<file path="src/rtl/data_mem_port_pkg.sv">
// Shared types for the data-memory port: FSM states,
// transfer sizes and the size-to-byte-mask helper.
package mem_pkg;

  typedef enum logic [1:0] {
    IDLE,
    LO,
    HI,
    RESP
  } state_e;

  localparam logic [2:0] SZ_B = 3'd1;
  localparam logic [2:0] SZ_H = 3'd2;
  localparam logic [2:0] SZ_W = 3'd4;

  // Zero mask marks an unsupported size.
  function automatic logic [3:0] size_mask(
    input logic [2:0] sz
  );
    logic [3:0] m;
    case (sz)
      SZ_B:    m = 4'b0001;
      SZ_H:    m = 4'b0011;
      SZ_W:    m = 4'b1111;
      default: m = 4'b0000;
    endcase
    return m;
  endfunction

endpackage

</file>
<file path="src/rtl/data_mem_port_if.sv">
// Request/response and SRAM signals of the data-memory port.
// slave = the port itself, master = controller plus SRAM.
interface data_mem_port_if #(
  parameter int ADDR_W = 32
);
  logic              req_valid;
  logic              req_ready;
  logic              load;
  logic              store;
  logic [2:0]        xfer_size;
  logic [ADDR_W-1:0] addr;
  logic [31:0]       MEM_wr_data;
  logic              rsp_valid;
  logic              rsp_ready;
  logic [31:0]       rd_data;
  logic              rsp_err;
  logic              mem_en;
  logic              mem_we;
  logic [ADDR_W-3:0] mem_addr;
  logic [3:0]        mem_be;
  logic [31:0]       mem_wdata;
  logic [31:0]       mem_rdata;

  modport slave (
    input  req_valid, load, store,
    input  xfer_size, addr, MEM_wr_data,
    input  rsp_ready, mem_rdata,
    output req_ready, rsp_valid,
    output rd_data, rsp_err,
    output mem_en, mem_we, mem_addr,
    output mem_be, mem_wdata
  );

  modport master (
    output req_valid, load, store,
    output xfer_size, addr, MEM_wr_data,
    output rsp_ready, mem_rdata,
    input  req_ready, rsp_valid,
    input  rd_data, rsp_err,
    input  mem_en, mem_we, mem_addr,
    input  mem_be, mem_wdata
  );
endinterface

</file>
<file path="src/rtl/data_mem_port_align.sv">
// Byte-lane steering: store rotation, byte enables for both
// words, and right-justified zero-masked load extraction.
module byte_lane_align
  import mem_pkg::*;
(
  input  logic [1:0]  i_off,
  input  logic [2:0]  i_size,
  input  logic [31:0] i_wr,
  input  logic [31:0] i_lo,
  input  logic [31:0] i_hi,
  output logic [3:0]  o_be_lo,
  output logic [3:0]  o_be_hi,
  output logic        o_span,
  output logic [31:0] o_wd_lo,
  output logic [31:0] o_wd_hi,
  output logic [31:0] o_rd
);
  logic [3:0]  w_mask;
  logic [7:0]  w_lanes;
  logic [4:0]  w_sh;
  logic [5:0]  w_shr;
  logic [31:0] w_keep;

  assign w_mask  = size_mask(i_size);
  assign w_lanes = {4'b0000, w_mask} << i_off;
  assign o_be_lo = w_lanes[3:0];
  assign o_be_hi = w_lanes[7:4];
  assign o_span  = |w_lanes[7:4];

  assign w_sh  = {i_off, 3'b000};
  assign w_shr = 6'd32 - {1'b0, w_sh};

  assign o_wd_lo = i_wr << w_sh;
  assign o_wd_hi = i_wr >> w_shr;

  assign w_keep = {{8{w_mask[3]}}, {8{w_mask[2]}},
                   {8{w_mask[1]}}, {8{w_mask[0]}}};

  assign o_rd = w_keep & 32'({i_hi, i_lo} >> w_sh);
endmodule

</file>
<file path="src/rtl/data_mem_port.sv">
// Load/store port to a word-wide synchronous SRAM; splits
// word-spanning accesses into two SRAM cycles.
module data_mem_port
  import mem_pkg::*;
#(
  parameter int ADDR_W = 32
) (
  input logic            clk,
  input logic            reset,
  data_mem_port_if.slave bus
);
  state_e            r_state;
  logic [ADDR_W-1:0] r_addr;
  logic [2:0]        r_size;
  logic              r_load;
  logic              r_span;
  logic [31:0]       r_wr;
  logic [31:0]       r_lo;
  logic [31:0]       r_hi;
  logic              r_err;
  logic              r_fresh;
  logic              r_mem_en;
  logic              r_mem_we;
  logic [ADDR_W-3:0] r_mem_addr;
  logic [3:0]        r_mem_be;
  logic [31:0]       r_mem_wdata;

  logic              w_idle;
  logic              w_accept;
  logic              w_size_ok;
  logic [1:0]        w_off;
  logic [2:0]        w_size;
  logic [31:0]       w_wr;
  logic [31:0]       w_lo;
  logic [31:0]       w_hi;
  logic [3:0]        w_be_lo;
  logic [3:0]        w_be_hi;
  logic              w_span;
  logic [31:0]       w_wd_lo;
  logic [31:0]       w_wd_hi;
  logic [31:0]       w_rd;
  logic [ADDR_W-3:0] w_addr_hi;

  assign w_idle    = (r_state == IDLE);
  assign w_accept  = w_idle & bus.req_valid
                   & (bus.load | bus.store);
  assign w_size_ok = (size_mask(bus.xfer_size) != 4'b0000);

  // In IDLE the aligner sees the incoming request so the
  // LO strobe can be registered on the accept edge.
  assign w_off  = w_idle ? bus.addr[1:0]   : r_addr[1:0];
  assign w_size = w_idle ? bus.xfer_size   : r_size;
  assign w_wr   = w_idle ? bus.MEM_wr_data : r_wr;

  // First RESP cycle: the last read word is still on the bus.
  assign w_lo = (r_fresh & ~r_span) ? bus.mem_rdata : r_lo;
  assign w_hi = (r_fresh &  r_span) ? bus.mem_rdata : r_hi;

  assign w_addr_hi = r_addr[ADDR_W-1:2]
                   + {{(ADDR_W-3){1'b0}}, 1'b1};

  byte_lane_align u_align (
    .i_off   (w_off),
    .i_size  (w_size),
    .i_wr    (w_wr),
    .i_lo    (w_lo),
    .i_hi    (w_hi),
    .o_be_lo (w_be_lo),
    .o_be_hi (w_be_hi),
    .o_span  (w_span),
    .o_wd_lo (w_wd_lo),
    .o_wd_hi (w_wd_hi),
    .o_rd    (w_rd)
  );

  always_ff @(posedge clk) begin
    if (reset) begin
      r_state     <= IDLE;
      r_addr      <= '0;
      r_size      <= '0;
      r_load      <= 1'b0;
      r_span      <= 1'b0;
      r_wr        <= '0;
      r_lo        <= '0;
      r_hi        <= '0;
      r_err       <= 1'b0;
      r_fresh     <= 1'b0;
      r_mem_en    <= 1'b0;
      r_mem_we    <= 1'b0;
      r_mem_addr  <= '0;
      r_mem_be    <= '0;
      r_mem_wdata <= '0;
    end else begin
      r_mem_en    <= 1'b0;
      r_mem_we    <= 1'b0;
      r_mem_be    <= '0;
      r_mem_wdata <= '0;
      unique case (r_state)
        IDLE: begin
          if (w_accept) begin
            r_addr <= bus.addr;
            r_size <= bus.xfer_size;
            r_load <= bus.load;
            r_wr   <= bus.MEM_wr_data;
            r_span <= w_span;
            if (w_size_ok) begin
              r_state     <= LO;
              r_mem_en    <= 1'b1;
              r_mem_we    <= ~bus.load;
              r_mem_addr  <= bus.addr[ADDR_W-1:2];
              r_mem_be    <= w_be_lo;
              r_mem_wdata <= w_wd_lo;
            end else begin
              r_state <= RESP;
              r_err   <= 1'b1;
            end
          end
        end
        LO: begin
          if (r_span) begin
            r_state     <= HI;
            r_mem_en    <= 1'b1;
            r_mem_we    <= ~r_load;
            r_mem_addr  <= w_addr_hi;
            r_mem_be    <= w_be_hi;
            r_mem_wdata <= w_wd_hi;
          end else begin
            r_state <= RESP;
            r_fresh <= r_load;
          end
        end
        HI: begin
          if (r_load) r_lo <= bus.mem_rdata;
          r_state <= RESP;
          r_fresh <= r_load;
        end
        RESP: begin
          if (r_fresh) begin
            if (r_span) r_hi <= bus.mem_rdata;
            else        r_lo <= bus.mem_rdata;
            r_fresh <= 1'b0;
          end
          if (bus.rsp_ready) begin
            r_state <= IDLE;
            r_err   <= 1'b0;
          end
        end
        default: r_state <= IDLE;
      endcase
    end
  end

  assign bus.req_ready = w_idle;
  assign bus.rsp_valid = (r_state == RESP);
  assign bus.rsp_err   = r_err;
  assign bus.rd_data   =
    ((r_state == RESP) & r_load & ~r_err) ? w_rd : 32'h0;

  assign bus.mem_en    = r_mem_en;
  assign bus.mem_we    = r_mem_we;
  assign bus.mem_addr  = r_mem_addr;
  assign bus.mem_be    = r_mem_be;
  assign bus.mem_wdata = r_mem_wdata;
endmodule

</file>
<file path="src/flat_wrapper.sv">
// flat-port wrapper written by rule: the top's interface ports become plain ports
module data_mem_port_flat import mem_pkg::*;
#(
  parameter int ADDR_W = 32
)
  (clk, reset, bus_req_valid, bus_load, bus_store, bus_xfer_size, bus_addr, bus_MEM_wr_data, bus_rsp_ready, bus_mem_rdata, bus_req_ready, bus_rsp_valid, bus_rd_data, bus_rsp_err, bus_mem_en, bus_mem_we, bus_mem_addr, bus_mem_be, bus_mem_wdata);
  data_mem_port_if #(.ADDR_W(ADDR_W)) bus_i ();
  input logic clk;
  input logic reset;
  input wire logic [$bits(bus_i.req_valid)-1:0] bus_req_valid;
  input wire logic [$bits(bus_i.load)-1:0] bus_load;
  input wire logic [$bits(bus_i.store)-1:0] bus_store;
  input wire logic [$bits(bus_i.xfer_size)-1:0] bus_xfer_size;
  input wire logic [$bits(bus_i.addr)-1:0] bus_addr;
  input wire logic [$bits(bus_i.MEM_wr_data)-1:0] bus_MEM_wr_data;
  input wire logic [$bits(bus_i.rsp_ready)-1:0] bus_rsp_ready;
  input wire logic [$bits(bus_i.mem_rdata)-1:0] bus_mem_rdata;
  output wire logic [$bits(bus_i.req_ready)-1:0] bus_req_ready;
  output wire logic [$bits(bus_i.rsp_valid)-1:0] bus_rsp_valid;
  output wire logic [$bits(bus_i.rd_data)-1:0] bus_rd_data;
  output wire logic [$bits(bus_i.rsp_err)-1:0] bus_rsp_err;
  output wire logic [$bits(bus_i.mem_en)-1:0] bus_mem_en;
  output wire logic [$bits(bus_i.mem_we)-1:0] bus_mem_we;
  output wire logic [$bits(bus_i.mem_addr)-1:0] bus_mem_addr;
  output wire logic [$bits(bus_i.mem_be)-1:0] bus_mem_be;
  output wire logic [$bits(bus_i.mem_wdata)-1:0] bus_mem_wdata;
  assign bus_i.req_valid = bus_req_valid;
  assign bus_i.load = bus_load;
  assign bus_i.store = bus_store;
  assign bus_i.xfer_size = bus_xfer_size;
  assign bus_i.addr = bus_addr;
  assign bus_i.MEM_wr_data = bus_MEM_wr_data;
  assign bus_i.rsp_ready = bus_rsp_ready;
  assign bus_i.mem_rdata = bus_mem_rdata;
  assign bus_req_ready = bus_i.req_ready;
  assign bus_rsp_valid = bus_i.rsp_valid;
  assign bus_rd_data = bus_i.rd_data;
  assign bus_rsp_err = bus_i.rsp_err;
  assign bus_mem_en = bus_i.mem_en;
  assign bus_mem_we = bus_i.mem_we;
  assign bus_mem_addr = bus_i.mem_addr;
  assign bus_mem_be = bus_i.mem_be;
  assign bus_mem_wdata = bus_i.mem_wdata;
  data_mem_port #(.ADDR_W(ADDR_W)) u_core (.clk(clk), .reset(reset), .bus(bus_i));
endmodule
</file>
<file path="config.mk">
export PLATFORM = sky130hd
export DESIGN_NAME = data_mem_port_flat
export DESIGN_NICKNAME = d
export VERILOG_FILES = /design/src/rtl/data_mem_port_pkg.sv /design/src/rtl/data_mem_port_if.sv /design/src/rtl/data_mem_port_align.sv /design/src/rtl/data_mem_port.sv /design/src/flat_wrapper.sv
export SDC_FILE = /design/constraint.sdc
export NUM_CORES = 1
export LEC_CHECK = 0
export BUFFER_PORTS_ARGS = -buffer_cell sky130_fd_sc_hd__buf_2
export CAP_MARGIN = 20
export CORE_MARGIN = 1.5
export CORE_UTILIZATION = 56
export CTS_CLUSTER_DIAMETER = 80
export DETAILED_ROUTE_END_ITERATION = 10
export PLACE_DENSITY = 0.81
export SLEW_MARGIN = 5
export SYNTH_ARGS = -nofsm -noshare
export SYNTH_HDL_FRONTEND = slang
export SYNTH_SLANG_ARGS = --single-unit
</file>
<file path="constraint.sdc">
create_clock -name clk -period 3.5 [get_ports clk]
set_input_delay 0.175 -clock clk [delete_from_list [all_inputs] [get_ports clk]]
set_output_delay 0.175 -clock clk [all_outputs]
set_load 0.05 [all_outputs]
</file>
==> impl_results.md <==
- Initial antenna violation count: 4
- Worst setup endpoint: bus_rd_data[17]
- Reg-to-reg endpoint: u_core.bus.mem_wdata[2]
- PortBufs: 207
- Initial core utilization: 57.4%
- Sw Pwr: 3.99 mW
- Worst Path Max Fanout: 41
- Crit path capture type: output port
- Leak Pwr: 5.46 nW
- Routed WL: 33,000 um
- Crit start category: register
- Reg2reg setup slack: 0.45 ns
- Worst-case reg-to-reg path depth: 9
- Via density: 5.87
- Final Setup Violations: 0
- Util after Layout: 70.0%
- Final setup margin: 0.214 ns
- Worst hold-check path type: input pin to register
- Switching share of power: 43.5%
- Period minus WS final: 3.29 ns
- DR iter-0 viols: 1,325
- Post-synth ARST share: 0%
- Clock buffer depth: 2
- Post-CTS setup buffer count: 0
- Synthesized cell area: 10,800 um2
- Core footprint: 18,800 um2
- Die Span X: 142 um
- Worst-skew pair later-pin latency: 0.44 ns
- Cells along the critical path: inv_1 > ha_2 > mux2_2 > inv_2 > buf_4 > mux2i_1 > nand2_1 > a21oi_1 > buf_2
- Most common cell after layout, fill and taps aside: nand2_1
- Slowest cell on the critical path: buf_4
- Global Route Usage Sum: 32.3%
- CP peak stage delay: 0.41 ns
- Internal cell power: 5.18 mW
- Status: finished, final reports clean
- Max cap viols: 0
- DRT Pass-1 Iters: 6
- Reg2reg start: u_core.r_state[0]
- Synth Register Bits: 197
- Root Buffer Master: clkbuf_16
- DP Wirelength: 21,500 um
- Crit path from: u_core.r_state[0]
- Clk_skew: 0.0119 ns
- Chip Height: 142 um
- Pre-CTS WS: 0.512 ns
- Critical Path RT: 3.32 ns
- Peak supply drop: 0.400 mV
- Final instance area: 13,200 um2
- Fin. Hold Viols: 0
- Synthesized Nets: 1,563
- Gpl congestion: 0.938
- Area of the multi-input gates: 6270 um2
- Die ar.: 20,200 um2
- Most frequent cells in the layout: 408 x nand2_1, 212 x a21oi_1, 206 x buf_2
- Syn-to-layout area delta: 21.8%
- Power density over the cells: 696 nW/um2
- Most common flop cell mapped by yosys: dfxtp_1
- Highest Clock Rate: 304 MHz
- RSZ-0062 raised after global routing: no
- Antenna viol nets, final: 0
- Total grt overflow: 0
- Fin crit share: 93.9%
- Arrival time at the worst endpoint: 3.11 ns
- Average wire per standard cell: 17.1 um
- Pin count of the biggest net entering global routing: 87
- DR DRC count: 0
- H-tree depth: 4
- Fin Setup TNS: 0 ns
- Clock network fraction of total power: 23.9%
- Hold path depth: 3
- Slew margin rel.: 24.4%
- Yosys cell types: 67
- Synth Warn #: 0
- Clock slew at reported path FFs: 0.07 ns
- Fillers: 1,500
- Layout net count: 1,766
- Row count: 50
- DP Area: 11,900 um2
- Layout cells sized above 1: 18.3%
- Total clock buffers created by CTS: 17
- Part of the Yosys area used for sequential elements: 36.5%
- Number of max-slew violations in the final report: 0
- Ports: 208
- FF+latch area: 3940 um2
- First-pass GRT wire length: 52,400 um
- Sequential fraction of design power: 30.1%
- Comb power frac: 45.9%
- TritonCTS Sinks: 197
- Mapped Cells: 1,452
- Number of global-route vias before repair: 10,551
- EDFF count, synth: 0
- Syn_area_per_cell: 7.45 um2
- TritonCTS clock tree: yes
- Vias: 11,323
- Worst Setup Path Type: register to output port
- Pin slew with the least headroom to its limit: 1.13 ns
==> worst max-delay path: cells and delay by family (launching register included) <==
kind	cells	cell delay, ns
buf+inv	4	0.89
compound gates	1	0.17
simple gates	1	0.10
flops	1	0.36
fa+ha+maj	1	0.32
mux	2	0.80
==> per-stage QoR <==
step / power [mW] / hold slack [ns] / std cells
floorplan: 5.94 / 0.292 / 1452
global placement: 6.75 / 0.388 / 1832
detailed placement: 6.83 / 0.401 / 1832
CTS: 9.09 / 0.000226 / 1928
global route: 9.66 / 0.00622 / 1928
finish: 9.17 / 0.00743 / 1930
==> Yosys cell counts (11+ instances only) <==
library cell | n | area share [%]
xnor2_1 | 15 | 1.2
a211o_1 | 14 | 1.1
xor2_1 | 12 | 0.97
mux2i_1 | 81 | 7.5
a21oi_1 | 213 | 9.9
buf_2 | 22 | 1.0
nand2_1 | 408 | 14
nand3_1 | 65 | 3.0
o21ai_0 | 18 | 0.83
a211oi_1 | 11 | 0.76
o22ai_1 | 12 | 0.69
nor2_1 | 65 | 2.3
inv_1 | 21 | 0.73
nor3_1 | 13 | 0.60
dfxtp_1 | 197 | 36
and3_1 | 12 | 0.69
mux2_2 | 13 | 1.4
nor2b_1 | 12 | 0.69
clkbuf_1 | 77 | 2.7
==> routing by layer <==
metal	routed length, um	global-route usage, %	up-vias
li1	-	-	5413
met5	27	0	-
met4	1500	16.5	4
met1	13500	41.5	5148
met3	2800	6.93	122
met2	15100	51.2	636
==> state kept, by name, summed over array words and instances, names as in the netlist <==
name	flops
u_core.r_wr	32
u_core.bus.rsp_err	1
u_core.r_lo	32
u_core.r_state	2
u_core.r_span	1
u_core.r_hi	24
u_core.bus.mem_en	1
u_core.r_addr	32
u_core.r_load	1
u_core.r_fresh	1
u_core.bus.mem_addr	30
u_core.bus.mem_wdata	32
u_core.r_size	3
u_core.bus.mem_we	1
u_core.bus.mem_be	4
==> power groups by stage <==
stage	clock, mW	combinational (mW)	sequential, mW
global route	2.30	4.56	2.80
CTS	2.21	4.11	2.76
detailed placement	0	4.03	2.81
global placement	0	3.97	2.79
floorplan	0	2.76	3.17
finish	2.19	4.21	2.76
==> worst min path at each step <==
stage	from	end	slack [ns]
final	bus_addr[27]	u_core.r_addr[27]	0.007
after global routing	bus_MEM_wr_data[14]	u_core.r_wr[14]	0.006
after CTS	bus_mem_rdata[7]	u_core.r_hi[7]	0.0002
after detailed placement	bus_rsp_ready	u_core.bus.rsp_err	0.40
after global placement	bus_rsp_ready	u_core.bus.rsp_err	0.39
after floorplan	bus_rsp_ready	u_core.bus.rsp_err	0.29
==> cells by family (layout without fill, tap and decap cells) <==
family | count (synthesis) | in the layout | synth area share (%)
compound gates | 335 | 335 | 18.3
xor+xnor | 27 | 27 | 2.19
fa+ha+maj | 6 | 6 | 0.694
buf+inv | 138 | 354 | 5.65
flops | 197 | 197 | 36.5
mux | 99 | 99 | 9.58
other cells | 0 | 2 | 0
simple gates | 650 | 650 | 27.1
==> what timing repair did <==
action,in CTS,in global routing
endpoints found under the hold margin,70,0
resized for setup,0,2
hold buffers,64,0
endpoints found under the setup margin,0,7
==> area by class of cell <==
class	instances	share of cell area (%)
Clock inverter	13	1.65
Multi-Input combinational cell	1117	47.6
Inverter	23	0.655
Sequential cell	197	29.9
Clock buffer	19	3.29
Timing Repair Buffer	299	14.4
Tap cell	260	2.47
Antenna cell	2	0.0380
Power figures use the tool's default switching activity.
